$ cat config.mk
export PLATFORM = sky130hd
export DESIGN_NAME = mii_frame_gen
export DESIGN_NICKNAME = d
export VERILOG_FILES = /design/src/rtl/mii_frame_gen_pkg.sv /design/src/rtl/mii_frame_gen_crc32_byte.sv /design/src/rtl/mii_frame_gen.sv
export SDC_FILE = /design/constraint.sdc
export NUM_CORES = 1
export LEC_CHECK = 0
export CORE_MARGIN = 10
export CORE_UTILIZATION = 30
export CTS_CLUSTER_SIZE = 28
export DETAILED_ROUTE_END_ITERATION = 6
export PLACE_DENSITY_LB_ADDON = 0.12
export SLEW_MARGIN = 10
export SYNTH_ARGS = -nofsm -noshare
export SYNTH_HDL_FRONTEND = slang
export SYNTH_SLANG_ARGS = --single-unit
$ cat constraint.sdc
create_clock -name clk -period 7.4 [get_ports clk]
set_input_delay 0.74 -clock clk [delete_from_list [all_inputs] [get_ports clk]]
set_output_delay 0.74 -clock clk [all_outputs]
set_load 0.02 [all_outputs]
$ cat src/rtl/mii_frame_gen_pkg.sv
// Shared definitions for the MII/GMII test-frame generator: FSM state
// encoding, framing byte constants, payload length limits and CRC-32 constants.
package mii_frame_gen_pkg;

    typedef enum logic [2:0] {
        IDLE,
        PREAMBLE,
        SFD,
        HEADER,
        PAYLOAD,
        FCS,
        IFG
    } state_t;

    localparam logic [7:0]  PREAMBLE_BYTE = 8'h55;
    localparam logic [7:0]  SFD_BYTE      = 8'hD5;

    localparam logic [10:0] MIN_PAYLOAD   = 11'd46;
    localparam logic [10:0] MAX_PAYLOAD   = 11'd1500;

    // Frame byte positions (index 0 is the first preamble byte)
    localparam logic [10:0] PREAMBLE_LEN  = 11'd7;
    localparam logic [10:0] HDR_START     = 11'd8;
    localparam logic [10:0] PAY_START     = 11'd22;
    // Offset from payload length to the index of the last FCS byte
    localparam logic [10:0] LAST_OFFSET   = 11'd25;

    localparam logic [31:0] CRC32_POLY    = 32'hEDB88320;
    localparam logic [31:0] CRC32_INIT    = 32'hFFFFFFFF;
    // Raw register value after running the CRC over data plus its own FCS
    localparam logic [31:0] CRC32_RESIDUE = 32'hDEBB20E3;

    // Limit a requested payload length to the legal Ethernet range
    function automatic logic [10:0] clamp_len(input logic [10:0] len);
        if (len < MIN_PAYLOAD)
            return MIN_PAYLOAD;
        else if (len > MAX_PAYLOAD)
            return MAX_PAYLOAD;
        else
            return len;
    endfunction

endpackage

$ cat src/rtl/mii_frame_gen_crc32_byte.sv
// Combinational reflected CRC-32 update for one data byte (LSB first).
// The running CRC register lives in the parent module.
module crc32_byte
    import mii_frame_gen_pkg::*;
(
    input  logic [31:0] crc_in,
    input  logic [7:0]  data,
    output logic [31:0] crc_out
);

    logic [31:0] c;

    // Eight bit-serial steps of the reflected polynomial division
    always_comb begin
        c = crc_in ^ {24'h000000, data};
        for (int b = 0; b < 8; b++) begin
            c = c[0] ? ((c >> 1) ^ CRC32_POLY) : (c >> 1);
        end
        crc_out = c;
    end

endmodule

$ cat src/rtl/mii_frame_gen.sv
// Ethernet test-frame generator driving an MII (DW=4) or GMII-style (DW=8)
// receive interface: preamble, SFD, fixed header, counting payload, CRC-32
// FCS, then an idle inter-frame gap.
// Optional feature: define MII_FRAME_GEN_ERR_INJ_EN to add err_en/err_byte
// ports that raise phy_rx_er for every cycle of one chosen frame byte.
module mii_frame_gen
    import mii_frame_gen_pkg::*;
#(
    parameter int          DW        = 4,
    parameter logic [47:0] DST_MAC   = 48'h02_00_00_00_00_01,
    parameter logic [47:0] SRC_MAC   = 48'h02_00_00_00_00_02,
    parameter logic [15:0] ETHERTYPE = 16'h0800,
    parameter int          IFG_BYTES = 12
) (
    input  logic          clk,
    input  logic          rst,
    input  logic          start,
    input  logic [10:0]   payload_len,
    input  logic [7:0]    seed,
`ifdef MII_FRAME_GEN_ERR_INJ_EN
    input  logic          err_en,
    input  logic [10:0]   err_byte,
`endif
    output logic          busy,
    output logic          done,
    output logic [15:0]   frames_sent,
    output logic [DW-1:0] phy_rxd,
    output logic          phy_rx_dv,
    output logic          phy_rx_er
);

    localparam int           IFG_CYC  = IFG_BYTES * (8 / DW);
    localparam logic [15:0]  IFG_LAST = 16'(IFG_CYC - 1);
    localparam logic [111:0] HDR      = {DST_MAC, SRC_MAC, ETHERTYPE};

    state_t      state, n_state;
    logic [10:0] idx, n_idx;
    logic        phase, n_phase;
    logic [15:0] ifg_cnt, n_ifg;
    logic [10:0] plen_r;
    logic [7:0]  seed_r;
    logic [31:0] crc_r, crc_nx;
    logic [7:0]  nbyte;
    logic        n_dv, n_done, n_er, crc_en;
    logic [DW-1:0] n_rxd;

`ifdef MII_FRAME_GEN_ERR_INJ_EN
    logic        err_en_r;
    logic [10:0] err_byte_r;
`endif

    // Which section of the frame a byte index falls into
    function automatic state_t region(input logic [10:0] i, input logic [10:0] plen);
        if (i < PREAMBLE_LEN)
            return PREAMBLE;
        else if (i == PREAMBLE_LEN)
            return SFD;
        else if (i < PAY_START)
            return HEADER;
        else if (i < PAY_START + plen)
            return PAYLOAD;
        else
            return FCS;
    endfunction

    // Byte value at frame index i; FCS bytes are the complemented CRC, LSB byte first
    function automatic logic [7:0] frame_byte(input state_t st, input logic [10:0] i,
                                              input logic [10:0] plen, input logic [7:0] sd,
                                              input logic [31:0] crc);
        logic [3:0] hj;
        logic [1:0] fj;
        hj = 4'(i - HDR_START);
        fj = 2'(i - PAY_START - plen);
        case (st)
            PREAMBLE: return PREAMBLE_BYTE;
            SFD:      return SFD_BYTE;
            HEADER:   return 8'(HDR >> {(4'd13 - hj), 3'b000});
            PAYLOAD:  return sd + 8'(i - PAY_START);
            FCS:      return 8'(~crc >> {fj, 3'b000});
            default:  return 8'h00;
        endcase
    endfunction

    crc32_byte u_crc (
        .crc_in  (crc_r),
        .data    (nbyte),
        .crc_out (crc_nx)
    );

    // Next frame position: advance nibble/byte, step through sections, count the gap
    always_comb begin
        n_state = state;
        n_idx   = idx;
        n_phase = phase;
        n_ifg   = ifg_cnt;
        unique case (state)
            IDLE: begin
                if (start) begin
                    n_state = PREAMBLE;
                    n_idx   = 11'd0;
                    n_phase = 1'b0;
                end
            end
            IFG: begin
                if (ifg_cnt == IFG_LAST)
                    n_state = IDLE;
                else
                    n_ifg = ifg_cnt + 16'd1;
            end
            default: begin
                if (DW == 4 && !phase) begin
                    n_phase = 1'b1;
                end else begin
                    n_phase = 1'b0;
                    if (idx == plen_r + LAST_OFFSET) begin
                        n_state = IFG;
                        n_ifg   = 16'd0;
                    end else begin
                        n_idx   = idx + 11'd1;
                        n_state = region(idx + 11'd1, plen_r);
                    end
                end
            end
        endcase
    end

    // Output values for the next position; CRC absorbs each new header/payload byte
    always_comb begin
        nbyte  = frame_byte(n_state, n_idx, plen_r, seed_r, crc_r);
        n_dv   = (n_state != IDLE) && (n_state != IFG);
        n_rxd  = n_dv ? DW'(nbyte >> {n_phase, 2'b00}) : '0;
        n_done = (n_state == IFG) && (n_ifg == IFG_LAST);
        crc_en = ((n_state == HEADER) || (n_state == PAYLOAD)) && !n_phase;
`ifdef MII_FRAME_GEN_ERR_INJ_EN
        if (state == IDLE)
            n_er = n_dv && err_en && (n_idx == err_byte);
        else
            n_er = n_dv && err_en_r && (n_idx == err_byte_r);
`else
        n_er   = 1'b0;
`endif
    end

    // Frame FSM with registered PHY outputs; datapath registers are not reset
    always_ff @(posedge clk) begin
        idx     <= n_idx;
        phase   <= n_phase;
        ifg_cnt <= n_ifg;
        if (state == IDLE && start) begin
            plen_r <= clamp_len(payload_len);
            seed_r <= seed;
            crc_r  <= CRC32_INIT;
`ifdef MII_FRAME_GEN_ERR_INJ_EN
            err_en_r   <= err_en;
            err_byte_r <= err_byte;
`endif
        end else if (crc_en) begin
            crc_r <= crc_nx;
        end

        if (rst) begin
            state       <= IDLE;
            busy        <= 1'b0;
            done        <= 1'b0;
            frames_sent <= 16'd0;
            phy_rxd     <= '0;
            phy_rx_dv   <= 1'b0;
            phy_rx_er   <= 1'b0;
        end else begin
            state     <= n_state;
            busy      <= (n_state != IDLE);
            done      <= n_done;
            phy_rxd   <= n_rxd;
            phy_rx_dv <= n_dv;
            phy_rx_er <= n_er;
            if (n_done)
                frames_sent <= frames_sent + 16'd1;
        end
    end

endmodule
# Word-level counts from Yosys, hierarchy flattened
# Cells that the tools add are included.
# W data, S select, Z words.
# word_totals
ff_bits,105
word_cells,94
output_inout_bits,24
# op_classes
shift,3
order_cmp,5
eq_ne,12
n_reduce_logical,10
n_bitwise,11
n_addsub,10
mux,30
# op_table
operator,n
$mux W32,8
$not A13 Y14,8
$shr A106 B7 Y8 const A,1
$mux W16,3
$mux W11,4
$pmux W8 S5,1
$add A16 B1 Y16 const B,2
$eq A16 B5 Y1 const B,2
$not A32 Y32,1
$pmux W16 S2,1
$shr A32 B5 Y8,1
$xor A32 B8 Y32,1
$pmux W11 S2,1
$mux W3,7
$eq A3 B3 Y1 const B,4
$add A11 B1 Y11 const B,1
$add A11 B5 Y11 const B,1
$add A5 B11 Y11 const A,1
$eq A11 B11 Y1,1
$eq A11 B3 Y1 const B,1
$gt A11 B11 Y1 const B,1
$lt A11 B11 Y1,1
$lt A11 B3 Y1 const B,1
$lt A11 B5 Y1 const B,1
20 further kinds,27

# Logic depth before layout (Yosys ltp)
# Gate-level depths: netlist of the first run.
# depth
depth_word,28
mapped_depth,27
ltp_nobuf,26

# Hierarchy
# Synthesis of the first run repeated with hierarchy kept, for this count alone.
# unflattened
cells_unflattened,829
hier_area_um2,7601.0
# modules_own_cells
mod,cells_per_inst,area_each_um2,instances
mii_frame_gen,766,6692.7,1
crc32_byte,63,908.4,1

# Worst setup path after synthesis of the first run
# Ideal clock, no wire load.
# synth_timing
path_type,reg-to-reg
start,register state[0]
end,register crc_r[24]
path_slack_ns,1.285
setup_time_ns,0.124
n_path_buf,3
required_ns,7.276
arrival_ns,5.991
path_stages_with_launch,23
cell_sequence,dfxtp_1 clkbuf_1 nor3_1 nand2_1 inv_1 clkbuf_1 clkbuf_1 nor2_1 ha_1 or3_1 nand2_1 ha_1 nor2b_1 o21a_1 o41ai_1 xnor2_1 xnor2_1 xnor2_1 a21oi_1 xnor2_2 xor3_1 nor3b_1 a2111o_1
# synth_between
elab_chain_cells,20
elab_cells_between_ends,39
# synth_rtl
item,line_no,rtl
"start, declared",mii_frame_gen.sv:36,"state_t state, n_state;"
"start signal, assigned",mii_frame_gen.sv:170,state <= n_state;
$eq A3 B3 Y1 or $logic_not A3 Y1 (tied branches),mii_frame_gen.sv:96,unique case (state)
$pmux W11 S2 *,mii_frame_gen.sv:96,
named net n_idx[2],mii_frame_gen.sv:37,"logic [10:0] idx, n_idx;"
$sub A4 B4 Y4,mii_frame_gen.sv:72,hj = 4'(i - HDR_START);
$sub A4 B4 Y4,mii_frame_gen.sv:77,"HEADER: return 8'(HDR >> {(4'd13 - hj), 3'b000});"
$shr A106 B7 Y8,mii_frame_gen.sv:77,
$pmux W8 S5 *,mii_frame_gen.sv:74,case (st)
$xor A32 B8 Y32 *,mii_frame_gen_crc32_byte.sv:15,"c = crc_in ^ {24'h000000, data};"
(+3 left out),n/a,
$not A13 Y14 (no line),n/a,
$mux W32 * (2 in series),mii_frame_gen_crc32_byte.sv:17,c = c[0] ? ((c >> 1) ^ CRC32_POLY) : (c >> 1);
$not A13 Y14 (no line),n/a,
$mux W32 *,mii_frame_gen_crc32_byte.sv:17,
$not A13 Y14 (no line),n/a,
$mux W32 * (2 in series),mii_frame_gen_crc32_byte.sv:17,
$not A13 Y14 (no line),n/a,
$mux W32 *,mii_frame_gen_crc32_byte.sv:17,
"end signal, assigned",mii_frame_gen.sv:158,crc_r <= crc_nx;
"end, declared",mii_frame_gen.sv:42,"logic [31:0] crc_r, crc_nx;"
# Mark *: on every way through the listed nets, which the timed path passes. The rest lies on a longest branch.
# A chain may end at the register's enable or synchronous reset.

# Final worst setup path of the first run
# layout_timing
start,register plen_r[1]
end,register crc_r[24]
# layout_between
elab_cells_between_ends,43
# layout_lines
item,line_no,rtl
"start, declared",mii_frame_gen.sv:40,logic [10:0] plen_r;
"start signal, assigned",mii_frame_gen.sv:150,plen_r <= clamp_len(payload_len);
$add A11 B5 Y11 *,mii_frame_gen.sv:115,if (idx == plen_r + LAST_OFFSET) begin
$eq A11 B11 Y1 *,mii_frame_gen.sv:115,
$mux W11 *,mii_frame_gen.sv:115,
$mux W11 *,mii_frame_gen.sv:111,if (DW == 4 && !phase) begin
$pmux W11 S2 *,mii_frame_gen.sv:96,
named net n_idx[2],mii_frame_gen.sv:37,
$sub A4 B4 Y4,mii_frame_gen.sv:72,
$sub A4 B4 Y4,mii_frame_gen.sv:77,
(+6 left out),n/a,
$not A13 Y14 (no line),n/a,
$mux W32 * (2 in series),mii_frame_gen_crc32_byte.sv:17,
$not A13 Y14 (no line),n/a,
$mux W32 *,mii_frame_gen_crc32_byte.sv:17,
$not A13 Y14 (no line),n/a,
$mux W32 * (2 in series),mii_frame_gen_crc32_byte.sv:17,
$not A13 Y14 (no line),n/a,
$mux W32 *,mii_frame_gen_crc32_byte.sv:17,
# Marked as above.

==> summary.txt, run 1 <==
Clock tree
  – Hold Buf Count CTS: 0
  – Root Buffer Master: clkbuf_16
  – Clock Sinks: roughly 110
  – Post-CTS setup buffer count: 0
  – CTS resizes: 0
  – CTS tree: built
  – H-tree depth: 3
  – Clock Tree Buf Depth: 2
  – CTS Buf Count: 9
  – Clk_lat worst skew: between 0.3 and 0.4 ns
  – Clk slew on worst S/H paths: about 0.090 ns

Worst setup path
  – R2r setup slk: about 0.80 ns
  – RR Endpoint: crc_r[24]$_SDFFE_PP1P_
  – Worst-path cell chain: ha_1, a211o_1, a21oi_1, o21ai_1, o311a_1, a21oi_1, nand2_1, xor2_1, nor2_1, ha_1, or3_1, nand2_1, ha_1, nor2b_1, o21a_1, o41ai_1, xnor2_1, xnor2_1, xnor2_1, a21oi_1, xnor2_2, xor3_1, nor3b_1, a2111o_1
  – Max incr delay on CP: ~0.55 ns
  – Kind of end point of the critical path: flip-flop
  – FF-to-FF path depth: 24
  – CP startpoint kind: flip-flop
  – Crit Path Category: flip-flop to flip-flop
  – Worst path slowest cell: xor3_1
  – Reg2reg start: plen_r[1]$_SDFFCE_PP1P_
  – Req. time, crit path: around 7.7 ns
  – Crit path buffers/inverters: 0
  – CP delay by family, top: compound AO/OA/AOI/OAI gates
  – CP max FO: 13
  – Worst EP arrival: a little under 7 ns

Logic synthesis
  – Async SR Flop Fraction: 0%
  – Syn Inst Count: ~840
  – Synth unique cells: between 80 and 90
  – Synth warnings: 0
  – Mean Syn Cell Area: around 9 um2
  – Main synth FF type: dfxtp_1
  – Synthesized flop and latch total: between 100 and 150
  – Syn_nets: just under 900
  – Sequential share of the synthesized area: a little under a third
  – EDFF count, synth: 22
  – Post-Syn Area: 7330 um2

Floorplanning
  – Row cnt: 57
  – I/O pin count: 46
  – Die width: between 150 and 200 um
  – Height of the chip: 176 um
  – Die area: between 30000 and 40000 um2
  – Core outline area: about 24000 um2
  – Starting density of the core: 30.3%

Detailed routing
  – Via count: ~6.0k
  – Drt first-iter violations: around 360
  – DR DRC count: 0
  – Via-to-Cell Ratio: between 5 and 6
  – Final ANT Viol Nets: 0
  – DRT Pass-1 Iters: 5
  – Final WL: approximately 20000 um
  – Average wire per standard cell: about 17 um

Min path
  – HP Class: flip-flop to flip-flop
  – Worst hold stages: 2
  – Worst Hold Launch: frames_sent[15]$_SDFFE_PP0P_
  – Hold Path End: frames_sent[15]$_SDFFE_PP0P_

Global routing
  – First-pass GRT wire length: ~32000 um
  – GRT Total Usage: 13.0%
  – Vias in the first global route: between 5k and 6k
  – Grt ovf: 0
  – Initial antenna violation count: 0
  – Largest net degree at the start of global routing: 33

Pwr
  – Pleak: ~3.2 nW
  – PD cells: around 460 nW/um2
  – VDD IR max: approximately 0.22 mV

Outcome
  – Outcome: completed

STA
  – Least-Margin Pin Slew: 0.931 ns
  – Unrepaired setup endpoints after global routing: no
  – Min Clock Period, post-route: 6.60 ns
  – F_max: 152 MHz
  – Slew headroom: between 30% and 40%
  – Fin. Hold Viols: 0
  – Final setup viols: 0
  – Setup TNS Final: 0 ns
  – Tcrit/Tclk final: between 80% and 90%
  – Slew Viols, Final: 0
  – Fin Clk Skew: approximately 0.013 ns

Cells and area
  – Share of layout cells above drive strength 1: around 7.3%
  – # diodes: 0
  – Most frequent cells in the layout: dfxtp_1 (83), nand2_1 (80), xnor2_1 (65)
  – Final cell count without fillers: 1185
  – Final net count: about 910
  – Area delta synth->final: 14.1%
  – Commonest non-fill, non-tap cell in the layout: dfxtp_1

Placement
  – Placed cell count: approximately 1.2k
  – Gpl congestion: between 0.8 and 0.9
  – Dpl hpwl: between 15000 and 20000 um
  – IO Port Bufs: 44

Flow run
  – Maxcap violations: 0
-- power breakdown --
part           internal, W  switching, W
clock             0.000242      0.000258
sequential        0.000718      0.000164
combinational      0.00110       0.00133
-- metrics by stage --
stage / total power [W] / hold WS (ns) / utilization (%) / setup slack, ns / instance area, um2
after floorplan: 0.00274 / 0.476 / - / 1.28 / 7330
after global placement: 0.00336 / 0.471 / 33.3 / 0.987 / 8060
after detailed placement: 0.00332 / 0.481 / 33.3 / 0.802 / 8060
after CTS: 0.00384 / 0.492 / 34.6 / 0.783 / 8360
after global routing: 0.00412 / 0.529 / 34.6 / 0.192 / 8360
final: 0.00381 / 0.486 / 34.6 / 0.801 / 8360
-- area by class of cell --
class | count | area (um2)
clock buffers | 9 | 225
flip-flops and latches | 105 | 2320
clock inverters | 7 | 82.6
multi-input cells | 663 | 4730
inverters | 24 | 90.1
repair buffers | 53 | 508
fillers | 2519 | 15800
well taps | 324 | 405
-- state kept, by name (all words and copies together), names as in the netlist --
| signal | count |
|---|---|
| busy | 1 |
| frames_sent | 16 |
| seed_r | 8 |
| ifg_cnt | 16 |
| idx | 11 |
| state | 3 |
| phy_rxd | 4 |
| done | 1 |
| phy_rx_dv | 1 |
| phase | 1 |
| crc_r | 32 |
| plen_r | 11 |
-- cells by family after synthesis --
family / share of synthesized area, %
mux: 3.12
simple gates: 20.5
other cells: 0.0511
flops: 31.7
compound gates: 18.7
buf+inv: 3.98
xor+xnor: 17.1
fa+ha+maj: 4.88
-- tightest hold or removal path, cell delays in order (launching register included) --
cell	delay, ns
dfxtp_1	0.32
o21ai_0	0.07
a21oi_1	0.06
-- cell usage after synthesis (3+ instances only) --
cell / number / area (um2)
dfxtp_1: 83 / 1660
nand2_1: 80 / 300
xnor2_1: 65 / 569
nor2_1: 59 / 221
o21ai_0: 44 / 220
xor2_1: 43 / 377
a21oi_1: 41 / 205
nand3_1: 33 / 165
clkbuf_1: 31 / 116
ha_1: 27 / 338
edfxtp_1: 22 / 661
inv_1: 22 / 82.6
o211ai_1: 18 / 135
nor3_1: 16 / 80.1
or3_1: 14 / 87.6
and3_1: 13 / 81.3
nand4_1: 12 / 75.1
a21o_1: 11 / 82.6
and2_1: 11 / 68.8
buf_2: 11 / 55.1
nand2b_1: 11 / 68.8
a31oi_1: 9 / 56.3
mux2i_1: 9 / 90.1
nor2b_1: 9 / 56.3
o21ai_1: 9 / 45.0
o31ai_1: 9 / 67.6
a211o_1: 6 / 52.6
a211oi_1: 6 / 45.0
nor3b_1: 6 / 45.0
xnor2_2: 6 / 97.6
xnor3_1: 5 / 113
a22oi_1: 4 / 30.0
a31o_2: 4 / 35.0
and4_1: 4 / 35.0
mux4_2: 4 / 90.1
or2_2: 4 / 25.0
a2111o_1: 3 / 33.8
a21boi_0: 3 / 22.5
o21a_1: 3 / 22.5
o22a_1: 3 / 26.3
xor2_2: 3 / 48.8
-- worst max path at each step --
| stage | slack (ns) | depth (start not counted) | start | end |
|---|---|---|---|---|
| after floorplan | 1.28 | 22 | state[0]$_SDFF_PP0_ | crc_r[24]$_SDFFE_PP1P_ |
| after global placement | 0.99 | 22 | plen_r[1]$_SDFFCE_PP1P_ | crc_r[24]$_SDFFE_PP1P_ |
| after detailed placement | 0.80 | 22 | plen_r[1]$_SDFFCE_PP1P_ | crc_r[24]$_SDFFE_PP1P_ |
| after CTS | 0.78 | 24 | plen_r[1]$_SDFFCE_PP1P_ | crc_r[24]$_SDFFE_PP1P_ |
| after global routing | 0.19 | 24 | plen_r[1]$_SDFFCE_PP1P_ | crc_r[24]$_SDFFE_PP1P_ |
| final | 0.80 | 24 | plen_r[1]$_SDFFCE_PP1P_ | crc_r[24]$_SDFFE_PP1P_ |
-- metal layers --
| layer | wire length (um) | GRT usage [%] | up-vias |
|---|---|---|---|
| li1 | - | - | 3053 |
| met1 | 10400 | 19.0 | 2764 |
| met2 | 8420 | 18.9 | 126 |
| met3 | 900 | 2.20 | 12 |
| met4 | 235 | 3.85 | 0 |
| met5 | 0 | 0 | - |
No activity file was read; power rests on OpenSTA's default activity.
==> inputs of run 2 (changes only) <==
Settings changed: CAP_MARGIN from default to 30, CORE_MARGIN 10 to default.
Clock period 7.4 ns to 6.6 ns, I/O delays scaled along.
==> summary.txt, run 2 (same netlist as run 1, synthesis figures left out) <==
Outcome
  – Outcome: completed

Cells and area
  – Commonest non-fill, non-tap cell in the layout: dfxtp_1
  – Final cell count without fillers: 1205 (+1.7%)
  – Most frequent cells in the layout: dfxtp_1 (83), nand2_1 (80), xnor2_1 (65)
  – Top flop regs: crc_r: 32 flops, frames_sent: 16 flops, ifg_cnt: 16 flops
  – Final net count: 931 (+2.8%)
  – Max reg flops: 32 (unchanged)
  – # diodes: 0 (unchanged)
  – Fill count: 2464 (-2.2%)
  – Largest register by flop count: crc_r
  – Share of layout cells above drive strength 1: 9.93% (+2.6 points)
  – Area delta synth->final: 16.5%

Pwr
  – Pleak: 3.31 nW (+4.0%)
  – Final Power: 0.00445 W (+17%)
  – VDD IR max: 0.279 mV (+29%)
  – PD cells: 521 nW/um2 (+14%)

Detailed routing
  – Via count: 6145 (+3.2%)
  – Average wire per standard cell: 16.4 um (-2.2%)
  – Final ANT Viol Nets: 0 (unchanged)
  – Drt first-iter violations: 384 (+8.2%)
  – DR DRC count: 0 (unchanged)
  – Via-to-Cell Ratio: 5.10 (+1.5%)
  – Final WL: 19800 um (-0.56%)
  – DRT Pass-1 Iters: 6 (+1)

STA
  – Slew headroom: 33.2% (-4.4 points)
  – Final setup viols: 0 (unchanged)
  – F_max: 160 MHz (+5.7%)
  – Min Clock Period, post-route: 6.24 ns (-0.357 ns)
  – Fin. Hold Viols: 0 (unchanged)
  – Unrepaired setup endpoints after global routing: no
  – Setup TNS Final: 0 ns (unchanged)
  – Slew Viols, Final: 0 (unchanged)
  – Tcrit/Tclk final: 94.6% (+5.4 points)
  – Fin Clk Skew: 0.0130 ns (+0.000189 ns)
  – Least-Margin Pin Slew: 0.992 ns (+0.0613 ns)

Floorplanning
  – Starting density of the core: 30.9% (+0.54 points)
  – Height of the chip: 158 um (-10%)
  – I/O pin count: 46 (unchanged)
  – Die width: 158 um (-10%)
  – Row cnt: 56 (-1.8%)
  – Die area: 25100 um2 (-19%)
  – Core outline area: 23800 um2 (-1.8%)

Min path
  – HP Class: flip-flop to flip-flop

Placement
  – Gpl congestion: 0.806 (-0.93%)
  – Dpl hpwl: 15000 um (-2.1%)
  – IO Port Bufs: 44 (unchanged)
  – Placed cell count: 1187 (+1.5%)

Worst setup path
  – Kind of end point of the critical path: flip-flop
  – Worst-path cell chain: ha_1, a211o_1, a211o_1, o211ai_2, and4_4, a211oi_2, nor3_4, inv_2, ha_1, or3_1, nand2_1, ha_1, nor2b_1, o21a_1, o41ai_1, xnor2_1, xnor2_1, xnor2_1, a21oi_1, xnor2_2, xor3_1, nor3b_1, a2111o_1
  – Worst path slowest cell: edfxtp_1
  – CP max FO: 13 (unchanged)
  – Worst EP arrival: 6.48 ns (-0.38 ns)
  – Req. time, crit path: 6.84 ns (-0.82 ns)
  – Max incr delay on CP: 0.52 ns (-0.03 ns)
  – Crit Path Category: flip-flop to flip-flop
  – CP startpoint kind: flip-flop

Clock tree
  – Clock Tree Buf Depth: 2 (unchanged)
  – Clk_lat worst skew: 0.37 ns (about the same)
  – CTS tree: built
  – Hold Buf Count CTS: 0 (unchanged)
  – Root Buffer Master: clkbuf_16
  – Clock Sinks: 105 (unchanged)
  – H-tree depth: 3 (unchanged)
  – Clk slew on worst S/H paths: 0.08 ns (about the same)
  – CTS Buf Count: 9 (unchanged)

Global routing
  – Vias in the first global route: 5881 (+2.9%)
  – Grt ovf: 0 (unchanged)
  – GRT Total Usage: 16.8% (+3.9 points)
  – First-pass GRT wire length: 32800 um (+1.1%)
  – Initial antenna violation count: 0 (unchanged)
  – Largest net degree at the start of global routing: 41 (+24%)

Flow run
  – Maxcap violations: 0 (unchanged)
[run 2: changes by cell type in the layout (fill, tap and decap cells not counted)]
cell / delta
buf_4: +25
clkinv_8: -2
bufinv_8: +1
clkbuf_8: +1
clkinv_4: -1
clkinvlp_4: +1
inv_12: -1
inv_8: +1
nor3_2: -1
nor3_4: +1
[run 2: worst paths after layout]
kind / startpoint / endpoint / slack, ns / cells after the start
setup / recovery: plen_r[1]$_SDFFCE_PP1P_ / crc_r[24]$_SDFFE_PP1P_ / 0.36 / 23
setup reg to reg: plen_r[1]$_SDFFCE_PP1P_ / crc_r[24]$_SDFFE_PP1P_ / 0.36 / 23
hold / removal: frames_sent[15]$_SDFFE_PP0P_ / frames_sent[15]$_SDFFE_PP0P_ / 0.49 / 2
hold reg to reg: frames_sent[15]$_SDFFE_PP0P_ / frames_sent[15]$_SDFFE_PP0P_ / 0.49 / 2
[run 2: power breakdown]
group | internal [W] | switching, W | total, W
Combinational | 0.00138 | 0.00154 | 0.00292
Clock | 0.000291 | 0.000267 | 0.000558
Sequential | 0.000805 | 0.000173 | 0.000978
Total | 0.00248 | 0.00198 | 0.00445
[run 2: metrics by stage]
| step | cell area (um2) | hold WS [ns] | setup WS (ns) | utilization (%) |
|---|---|---|---|---|
| floorplan | 7330 | 0.476 | 0.485 | - |
| global placement | 8220 | 0.471 | 0.326 | 34.6 |
| detailed placement | 8220 | 0.488 | 0.141 | 34.6 |
| CTS | 8520 | 0.502 | 0.0834 | 35.9 |
| global route | 8540 | 0.532 | 0.0331 | 36.0 |
| finish | 8540 | 0.493 | 0.358 | 36.0 |
[run 2: routing by layer]
layer / up-vias / GRT usage (%) / share of wire, %
met3: 18 / 2.37 / 3.4
li1: 3105 / - / -
met4: 0 / 4.95 / 1.4
met5: - / 0 / 0
met2: 135 / 25.5 / 44
met1: 2887 / 24.5 / 52
[run 2: cell type report]
cell class / count / area, um2 / area share, %
flip-flops and latches: 105 / 2320 / 27.2
repair buffers: 78 / 696 / 8.14
clock inverters: 6 / 61.3 / 0.718
inverters: 24 / 90.1 / 1.05
well taps: 319 / 399 / 4.67
clock buffers: 10 / 239 / 2.80
multi-input cells: 663 / 4740 / 55.4
[run 2: critical path, delay by kind of cell, from the launching register on]
family	cells	cell delay, ns
flops	1	0.52
compound gates	8	2.06
buf+inv	1	0.07
xor+xnor	5	1.14
simple gates	6	1.56
fa+ha+maj	3	0.79
[run 2: what timing repair did]
| item | in CTS | in global routing |
|---|---|---|
| setup endpoints to repair | 0 | 6 |
| buffers inserted | 0 | 2 |
| resized for setup | 0 | 1 |
